### src/rtl/haar_database_loader.sv
// Haar cascade database loader: parses NUM_STAGES / N / {thr,left,right}xN / STAGE_THR words into database writes.
// Latency: wr_* and stage_base_* are registered, one cycle after the accepting edge; the database never stalls.
// Backpressure: in_ready only while parsing; LOADER_CHECKSUM_EN adds a trailing 16-bit sum word carrying in_last.
module haar_database_loader #(
    parameter int DATA_WIDTH_16   = 16,
    parameter int MEM_SIZE        = 100,
    parameter int ADDR_WIDTH      = 7,
    parameter int MAX_STAGES      = 16,
    parameter int STAGE_IDX_WIDTH = 4
) (
    input  logic                       clk,
    input  logic                       reset,
    input  logic                       start,
    input  logic                       in_valid,
    output logic                       in_ready,
    input  logic [DATA_WIDTH_16-1:0]   in_data,
    input  logic                       in_last,
    output logic                       wr_en,
    output logic [ADDR_WIDTH-1:0]      wr_addr,
    output logic [DATA_WIDTH_16-1:0]   wr_data,
    output logic                       stage_base_we,
    output logic [STAGE_IDX_WIDTH-1:0] stage_base_idx,
    output logic [ADDR_WIDTH-1:0]      stage_base_addr,
    output logic                       busy,
    output logic                       done,
    output logic                       error
);

    typedef enum logic [2:0] {
        S_IDLE,
        S_NSTG,
        S_HDR,
        S_FEAT,
        S_STHR,
        S_DONE,
        S_ERROR
`ifdef LOADER_CHECKSUM_EN
        , S_CSUM
`endif
    } state_t;

    localparam logic [ADDR_WIDTH:0]      MEM_LIMIT = (ADDR_WIDTH+1)'(MEM_SIZE);
    localparam logic [ADDR_WIDTH:0]      PTR_ONE   = (ADDR_WIDTH+1)'(1);
    localparam logic [STAGE_IDX_WIDTH:0] STG_ONE   = (STAGE_IDX_WIDTH+1)'(1);
    localparam logic [DATA_WIDTH_16-1:0] MAX_STG   = DATA_WIDTH_16'(MAX_STAGES);
    localparam logic [DATA_WIDTH_16-1:0] CLS_ONE   = DATA_WIDTH_16'(1);

    state_t                     state, state_nxt, end_state;
    // One extra pointer bit so a completely full memory is distinguishable from address 0.
    logic [ADDR_WIDTH:0]        ptr, ptr_nxt;
    logic [STAGE_IDX_WIDTH:0]   stage_cnt, stage_cnt_nxt;
    logic [STAGE_IDX_WIDTH:0]   num_stg, num_stg_nxt;
    logic [DATA_WIDTH_16-1:0]   n_cls, n_cls_nxt;
    logic [DATA_WIDTH_16-1:0]   cls_cnt, cls_cnt_nxt;
    logic [1:0]                 feat_cnt, feat_cnt_nxt;
    logic                       wr_en_nxt, sb_we_nxt;
    logic [ADDR_WIDTH-1:0]      wr_addr_nxt, sb_addr_nxt;
    logic [DATA_WIDTH_16-1:0]   wr_data_nxt;
    logic [STAGE_IDX_WIDTH-1:0] sb_idx_nxt;
    logic                       xfer, room, last_stage, last_cls, do_write, parse_state;
`ifdef LOADER_CHECKSUM_EN
    logic [DATA_WIDTH_16-1:0]   sum, sum_nxt;
`endif

    assign parse_state = (state == S_NSTG) || (state == S_HDR) || (state == S_FEAT) || (state == S_STHR)
`ifdef LOADER_CHECKSUM_EN
                         || (state == S_CSUM)
`endif
                         ;
    assign in_ready = parse_state;
    assign busy     = parse_state;
    assign done     = (state == S_DONE);
    assign error    = (state == S_ERROR);

    always_ff @(posedge clk) begin
        if (reset) begin
            state           <= S_IDLE;
            ptr             <= '0;
            stage_cnt       <= '0;
            num_stg         <= '0;
            n_cls           <= '0;
            cls_cnt         <= '0;
            feat_cnt        <= '0;
            wr_en           <= 1'b0;
            wr_addr         <= '0;
            wr_data         <= '0;
            stage_base_we   <= 1'b0;
            stage_base_idx  <= '0;
            stage_base_addr <= '0;
`ifdef LOADER_CHECKSUM_EN
            sum             <= '0;
`endif
        end else begin
            state           <= state_nxt;
            ptr             <= ptr_nxt;
            stage_cnt       <= stage_cnt_nxt;
            num_stg         <= num_stg_nxt;
            n_cls           <= n_cls_nxt;
            cls_cnt         <= cls_cnt_nxt;
            feat_cnt        <= feat_cnt_nxt;
            wr_en           <= wr_en_nxt;
            wr_addr         <= wr_addr_nxt;
            wr_data         <= wr_data_nxt;
            stage_base_we   <= sb_we_nxt;
            stage_base_idx  <= sb_idx_nxt;
            stage_base_addr <= sb_addr_nxt;
`ifdef LOADER_CHECKSUM_EN
            sum             <= sum_nxt;
`endif
        end
    end

    always_comb begin
        state_nxt     = state;
        ptr_nxt       = ptr;
        stage_cnt_nxt = stage_cnt;
        num_stg_nxt   = num_stg;
        n_cls_nxt     = n_cls;
        cls_cnt_nxt   = cls_cnt;
        feat_cnt_nxt  = feat_cnt;
        wr_en_nxt     = 1'b0;
        wr_addr_nxt   = wr_addr;
        wr_data_nxt   = wr_data;
        sb_we_nxt     = 1'b0;
        sb_idx_nxt    = stage_base_idx;
        sb_addr_nxt   = stage_base_addr;
        do_write      = 1'b0;
        xfer          = in_valid && in_ready;
        room          = (ptr != MEM_LIMIT);
        last_stage    = ((stage_cnt + STG_ONE) == num_stg);
        last_cls      = (cls_cnt == (n_cls - CLS_ONE));
        // Where the image goes after its last stage-level word.
`ifdef LOADER_CHECKSUM_EN
        sum_nxt       = sum;
        if (xfer && (state != S_CSUM)) sum_nxt = sum + in_data;
        end_state     = in_last ? S_ERROR : S_CSUM;
`else
        end_state     = in_last ? S_DONE : S_ERROR;
`endif

        case (state)
            S_IDLE, S_DONE, S_ERROR: begin
                if (start) begin
                    state_nxt     = S_NSTG;
                    ptr_nxt       = '0;
                    stage_cnt_nxt = '0;
`ifdef LOADER_CHECKSUM_EN
                    sum_nxt       = '0;
`endif
                end
            end
            S_NSTG: begin
                if (xfer) begin
                    num_stg_nxt = in_data[STAGE_IDX_WIDTH:0];
                    if (in_data > MAX_STG)    state_nxt = S_ERROR;
                    else if (in_data == '0)   state_nxt = end_state;
                    else                      state_nxt = in_last ? S_ERROR : S_HDR;
                end
            end
            S_HDR: begin
                if (xfer) begin
                    n_cls_nxt    = in_data;
                    cls_cnt_nxt  = '0;
                    feat_cnt_nxt = '0;
                    sb_we_nxt    = 1'b1;
                    sb_idx_nxt   = stage_cnt[STAGE_IDX_WIDTH-1:0];
                    sb_addr_nxt  = ptr[ADDR_WIDTH-1:0];
                    if (in_last)            state_nxt = S_ERROR;
                    else if (in_data == '0) state_nxt = S_STHR;
                    else                    state_nxt = S_FEAT;
                end
            end
            S_FEAT: begin
                if (xfer) begin
                    if (in_last || !room) begin
                        state_nxt = S_ERROR;
                    end else begin
                        do_write = 1'b1;
                        if (feat_cnt == 2'd2) begin
                            feat_cnt_nxt = 2'd0;
                            if (last_cls) state_nxt   = S_STHR;
                            else          cls_cnt_nxt = cls_cnt + CLS_ONE;
                        end else begin
                            feat_cnt_nxt = feat_cnt + 2'd1;
                        end
                    end
                end
            end
            S_STHR: begin
                if (xfer) begin
                    stage_cnt_nxt = stage_cnt + STG_ONE;
                    if (!room) begin
                        state_nxt = S_ERROR;
                    end else if (last_stage) begin
                        state_nxt = end_state;
                        do_write  = (end_state != S_ERROR);
                    end else if (in_last) begin
                        state_nxt = S_ERROR;
                    end else begin
                        state_nxt = S_HDR;
                        do_write  = 1'b1;
                    end
                end
            end
`ifdef LOADER_CHECKSUM_EN
            S_CSUM: begin
                if (xfer) state_nxt = (in_last && (in_data == sum)) ? S_DONE : S_ERROR;
            end
`endif
            default: state_nxt = S_IDLE;
        endcase

        if (do_write) begin
            wr_en_nxt   = 1'b1;
            wr_addr_nxt = ptr[ADDR_WIDTH-1:0];
            wr_data_nxt = in_data;
            ptr_nxt     = ptr + PTR_ONE;
        end
    end

endmodule

### config.mk
export PLATFORM = sky130hd
export DESIGN_NAME = haar_database_loader
export DESIGN_NICKNAME = d
export VERILOG_FILES = /design/src/rtl/haar_database_loader.sv
export SDC_FILE = /design/constraint.sdc
export NUM_CORES = 1
export LEC_CHECK = 0
export BUFFER_PORTS_ARGS = -buffer_cell sky130_fd_sc_hd__buf_4
export CORE_MARGIN = 1.5
export CORE_UTILIZATION = 35
export CTS_CLUSTER_SIZE = 24
export DETAILED_ROUTE_END_ITERATION = 16
export GPL_ROUTABILITY_DRIVEN = 0
export HOLD_SLACK_MARGIN = 0.02
export PLACE_DENSITY = 0.49
export SYNTH_ARGS = -nofsm -noshare
export SYNTH_HDL_FRONTEND = slang
export SYNTH_SLANG_ARGS = --single-unit
### constraint.sdc
create_clock -name clk -period 4.2 [get_ports clk]
set_clock_uncertainty 0.2 [all_clocks]
set_input_delay 0.42 -clock clk [delete_from_list [all_inputs] [get_ports clk]]
set_output_delay 0.42 -clock clk [all_outputs]
set_load 0.02 [all_outputs]
* Yosys cells after proc, flatten, opt, wreduce, memory -nomap -nowiden
Index checks and enable logic that the tools add are counted.
Cells by class: add/subtract/negate cells 5, multipliers 0, div/mod/pow operators 0, order comparisons 1, eq/ne operators 21, shift-type cells 0, mux-type cells 43, bitwise gates (word level) 1, reduce and logical (&&, ||, !) cells 21
Operators with widths (count):
- $mux W16 | 5
- $mux W3 | 15
- $pmux W16 S2 | 1
- $mux W8 | 3
- $add A16 B1 Y16 const B | 1
- $eq A16 B16 Y1 | 1
- $gt A16 B5 Y1 const B | 1
- $logic_not A16 Y1 | 1
- $sub A16 B1 Y16 const B | 1
- $pmux W3 S5 | 1
- $ne A2 B2 Y1 const B | 7
- $mux W2 | 5
- $mux W5 | 2
- $pmux W5 S2 | 1
- $eq A3 B3 Y1 const B | 3
- $add A8 B1 Y8 const B | 1
- $mux W1 | 8
- $ne A8 B7 Y1 const B | 1
- $reduce_bool A2 Y1 | 4
- $reduce_and A7 Y1 | 1
- $eq A3 B2 Y1 const B | 2
- $reduce_and A2 Y1 | 3
- $reduce_and A6 Y1 | 1
- $add A5 B1 Y5 const B | 1
- 19 further kinds | 22
Storage, ports and cells: register bits after elaboration 91, bits in latches 0, bits in writable memories 0, memory bits (read-only) 0, logic and storage cells 105, memories kept 0

* Depth between registers and ports, before layout
depth in word-level cells 9, gate-level depth with buffers 15

* Worst setup path before layout
No wires, ideal clock.
path kind register to register, start point register stage_cnt[0], end point register wr_addr[6], arrival 2.906 ns, required time 3.929 ns, path slack 1.023 ns, stages on the path, launching flop included 16, clock period less this slack 3.177 ns, cells stage by stage dfxtp_1 -> ha_1 -> nand2_1 -> nor2_1 -> nor3_1 -> a21oi_1 -> a21oi_1 -> or4_1 -> ha_1 -> nor2_1 -> o21a_1 -> nand2_1 -> clkbuf_1 -> clkbuf_1 -> nand2_1 -> a21oi_1
On the way: longest elaborated chain between the ends 6
RTL lines:
- from (decl) | RTL line 51 | logic [STAGE_IDX_WIDTH:0] stage_cnt, stage_cnt_nxt;
- from (signal assigned) | RTL line 96 | stage_cnt <= stage_cnt_nxt;
- $add A5 B1 Y5 | RTL line 130 | last_stage = ((stage_cnt + STG_ONE) == num_stg);
- $eq A5 B5 Y1 | RTL line 130
- $mux W1 | RTL line 194 | end else if (last_stage) begin
- $mux W1 | RTL line 192 | if (!room) begin
- $mux W1 | RTL line 190 | if (xfer) begin
- $pmux W1 S2 | RTL line 141 | case (state)
- to (signal assigned) | RTL line 102 | wr_addr <= wr_addr_nxt;
- to (decl) | RTL line 19 | output logic [ADDR_WIDTH-1:0] wr_addr,
No other way between the ends. A chain may end at the register's enable or synchronous reset.

* Worst setup path in the final report
start point register stage_cnt[0], end point register ptr[5]
On the way: longest elaborated chain between the ends 8, elaborated cells on any way between the ends 10, those cells by class add/sub: 1; eq/ne: 1; mux: 5; reduce/logical: 3
RTL lines:
- $add A5 B1 Y5 * | RTL line 130
- $eq A5 B5 Y1 * | RTL line 130
- $mux W1 * | RTL line 194
- $mux W1 * | RTL line 192
- $mux W1 * | RTL line 190
- $pmux W1 S2 * | RTL line 141
- $reduce_bool A2 Y1 (no line)
- $reduce_and A2 Y1 (no line)
- to (signal assigned) | RTL line 95 | ptr <= ptr_nxt;
- to (decl) | RTL line 50 | logic [ADDR_WIDTH:0] ptr, ptr_nxt;
Every way passes the cells marked *; elsewhere a longest branch is shown, timed or not.

==> qor.yml <==
antenna_left: 0
ir_worst_vdd_uv: 224
required_ns: 4.27
syn-num-nets: 635
cp_max_fo: 8
routed_wl_mm: 12.8
synth_edf_count: 0
synthArstFlopShare: 0
crit_type: "register to register"
grt_pass1_wl_mm: 21.1
worst_r2r_path_depth: 14
switching_share: 0.359
postSynthCellCount: 607
die_area_um2: 14000
drt-pass1-iter-count: 4
cp_num_buf_inv: 0
io_buffers: 60
outcome: "complete, no violations"
grt_max_degree: 81
worstSetupStartpointType: "register"
crit_family: "compound AO/OA/AOI/OAI gates"
r2r_slack_ns: 0.65
fmax_mhz: 281
placedCellCount: 807
die_x_um: 118
pin_count: 61
reg2reg_to: "ptr[5]$_SDFFE_PP0P_"
clkSinkCount: 91
drc: 0
hold_violations: 0
hold_buffers: 0
final_cells: 823
hpwl_mm: 8.95
crit_chain: "ha_1, nand2_1, nor2_1, nor3_1, a21oi_1, a21oi_1, or4_1, ha_1, nor2_1, o21ai_0, nor2_2, a21oi_1, a21oi_1, a211oi_1"
worstHoldPathType: "input port to register"
grt_antenna_before_repair: 0
ys_warn_count: 0
slew_viol_final: 0
clock_path_buffers: 2
timing.rr.start: "stage_cnt[0]$_SDFFE_PP0P_"
layout-drive-gt1-share: 0.144
ys_types: 54
whs_ns: 0.124
fin_area_um2: 5490
start_util: 0.363
synth_area_um2: 4640
rsz0062_at_grt: "no"
tns_ns: 0
grt_overflow: 0
htree_num_levels: 3
nets: 674
ys.flop_type: "dfxtp_1"
layout_common_cells: "119 x nand2_1, 91 x dfxtp_1, 82 x a21oi_1, 66 x buf_4, 52 x nor2_1"
cpPeakStageDelay_ns: 0.56
die_y_um: 118
fp-row-count: 41
postLayoutSetupSlackWorst_ns: 0.647
wl_per_cell_um: 15.6
ctsRootBufferMaster: "clkbuf_16"
p_leak_nw: 2.04
grt_pass1_vias: 4093
seqPwrFrac: 0.389
track_usage: 0.187
core_area_um2: 12800
cts.clk_slew.worst_paths_ns: 0.07
cp_common_cell: "a21oi_1"
cp-end-kind: "register"
diodes: 0
route.vias.total: 4337
p_int_w: 0.00165
syn_avg_cell_area_um2: 7.65
area_growth_syn_to_layout_pct: 18.3
post-place-ws_ns: 0.686
holdPathEnd: "wr_data[5]$_SDFFE_PP0P_"
worstHoldStart: "in_data[5]"
p_switching_w: 0.000926
cap_violations: 0
post_cts_buffers: 0
relSlewSlack: 0.439
vias_per_cell: 5.27
clkLatencyLatePin_ns: 0.36
final-setup-viol-count: 0
cts_resized: 0
cp_data_arrival_time_ns: 3.62
slowest_stage: "or4_1"
share_comb_of_total_power: 0.294
whs_path_depth: 3
clkPwrFrac: 0.317
powerDensity_nw_per_um2: 469
tightest_slew_ns: 0.842
mostFrequentLayoutCell: "nand2_1"
yosysSeqAreaShare: 0.392
min_period_over_period: 0.846
cts_buffers: 9
drtIter0Drc: 210
fin_crit_ns: 3.55
yosys_register_bits: 91
tritoncts: "done"
post_dp_cell_area_um2: 5200
-- cell type report --
type | instances | area [µm²]
Timing Repair Buffer | 66 | 495
Multi-Input combinational cell | 468 | 2630
Clock buffer | 9 | 225
Tap cell | 172 | 215
Clock inverter | 7 | 65.1
Fill cell | 1323 | 7280
Sequential cell | 91 | 1820
Inverter | 10 | 37.5
-- how the worst max path moves through the flow --
stage | from | end | depth (start not counted)
detailed placement | stage_cnt[0]$_SDFFE_PP0P_ | ptr[6]$_SDFFE_PP0P_ | 14
global route | stage_cnt[0]$_SDFFE_PP0P_ | ptr[6]$_SDFFE_PP0P_ | 14
CTS | stage_cnt[0]$_SDFFE_PP0P_ | ptr[5]$_SDFFE_PP0P_ | 14
finish | stage_cnt[0]$_SDFFE_PP0P_ | ptr[5]$_SDFFE_PP0P_ | 14
global placement | stage_cnt[0]$_SDFFE_PP0P_ | ptr[5]$_SDFFE_PP0P_ | 14
floorplan | stage_cnt[0]$_SDFFE_PP0P_ | wr_addr[6]$_SDFFE_PP0P_ | 15
-- sequential cells by signal, indices dropped and copies added (netlist names), 5 cells and up --
| register | cells |
|---|---|
| cls_cnt | 16 |
| n_cls | 16 |
| wr_data | 16 |
| ptr | 8 |
| stage_base_addr | 7 |
| wr_addr | 7 |
| num_stg | 5 |
| stage_cnt | 5 |
-- worst reg2reg max path, stage by stage (launching register included) --
cell	delay (ns)
dfxtp_1	0.44
ha_1	0.29
nand2_1	0.08
nor2_1	0.09
nor3_1	0.05
a21oi_1	0.12
a21oi_1	0.07
or4_1	0.56
ha_1	0.29
nor2_1	0.05
o21ai_0	0.27
nor2_2	0.06
a21oi_1	0.54
a21oi_1	0.09
a211oi_1	0.26
-- stage by stage --
stage / utilization / total power, W
2_1_floorplan: - / 0.00157
3_3_place_gp: 0.407 / 0.00177
3_5_place_dp: 0.407 / 0.00178
4_1_cts: 0.430 / 0.00260
5_1_grt: 0.430 / 0.00272
6_report: 0.430 / 0.00258
-- synthesized netlist by cell type, types with 6 or more instances --
| cell | instances | area, µm² |
|---|---|---|
| xor2_1 | 14 | 123 |
| a211oi_1 | 7 | 52.6 |
| nand4_1 | 6 | 37.5 |
| ha_1 | 7 | 87.6 |
| inv_1 | 10 | 37.5 |
| mux2i_1 | 9 | 90.1 |
| o21ai_0 | 11 | 55.1 |
| and3_1 | 7 | 43.8 |
| nand2_1 | 119 | 447 |
| nor2_1 | 53 | 199 |
| nor4_1 | 7 | 43.8 |
| xnor2_1 | 14 | 123 |
| clkbuf_1 | 35 | 131 |
| or3_1 | 13 | 81.3 |
| dfxtp_1 | 91 | 1820 |
| o21ai_1 | 6 | 30.0 |
| a21oi_1 | 82 | 410 |
| or4_1 | 11 | 82.6 |
| nand3b_1 | 6 | 45.0 |
| and2_1 | 6 | 37.5 |
| nand3_1 | 20 | 100 |
| nor3_1 | 13 | 65.1 |
-- cells by family after synthesis --
kind of cell / after synthesis / synth area share
AND/OR/NAND/NOR: 284 / 0.299
AO/OA/AOI/OAI: 140 / 0.176
flip-flops: 91 / 0.392
buffers and inverters: 48 / 0.0412
XOR/XNOR: 28 / 0.0528
multiplexers: 9 / 0.0194
adder cells (fa/ha/maj): 7 / 0.0189
-- power by group through the flow --
stage	Sequential, W	Combinational, W	Clock (W)
finish	0.00100	0.000756	0.000816
global route	0.00101	0.000836	0.000871
CTS	0.00100	0.000760	0.000839
detailed placement	0.00102	0.000757	0
global placement	0.00102	0.000751	0
floorplan	0.000982	0.000590	0
-- metal layers --
metal | share of wire | track usage
met1 | 0.48 | 0.246
met2 | 0.47 | 0.307
met5 | 0 | 0
met4 | 0.013 | 0.0556
met3 | 0.037 | 0.0420
Note: power is estimated with default switching activity, not from simulation.
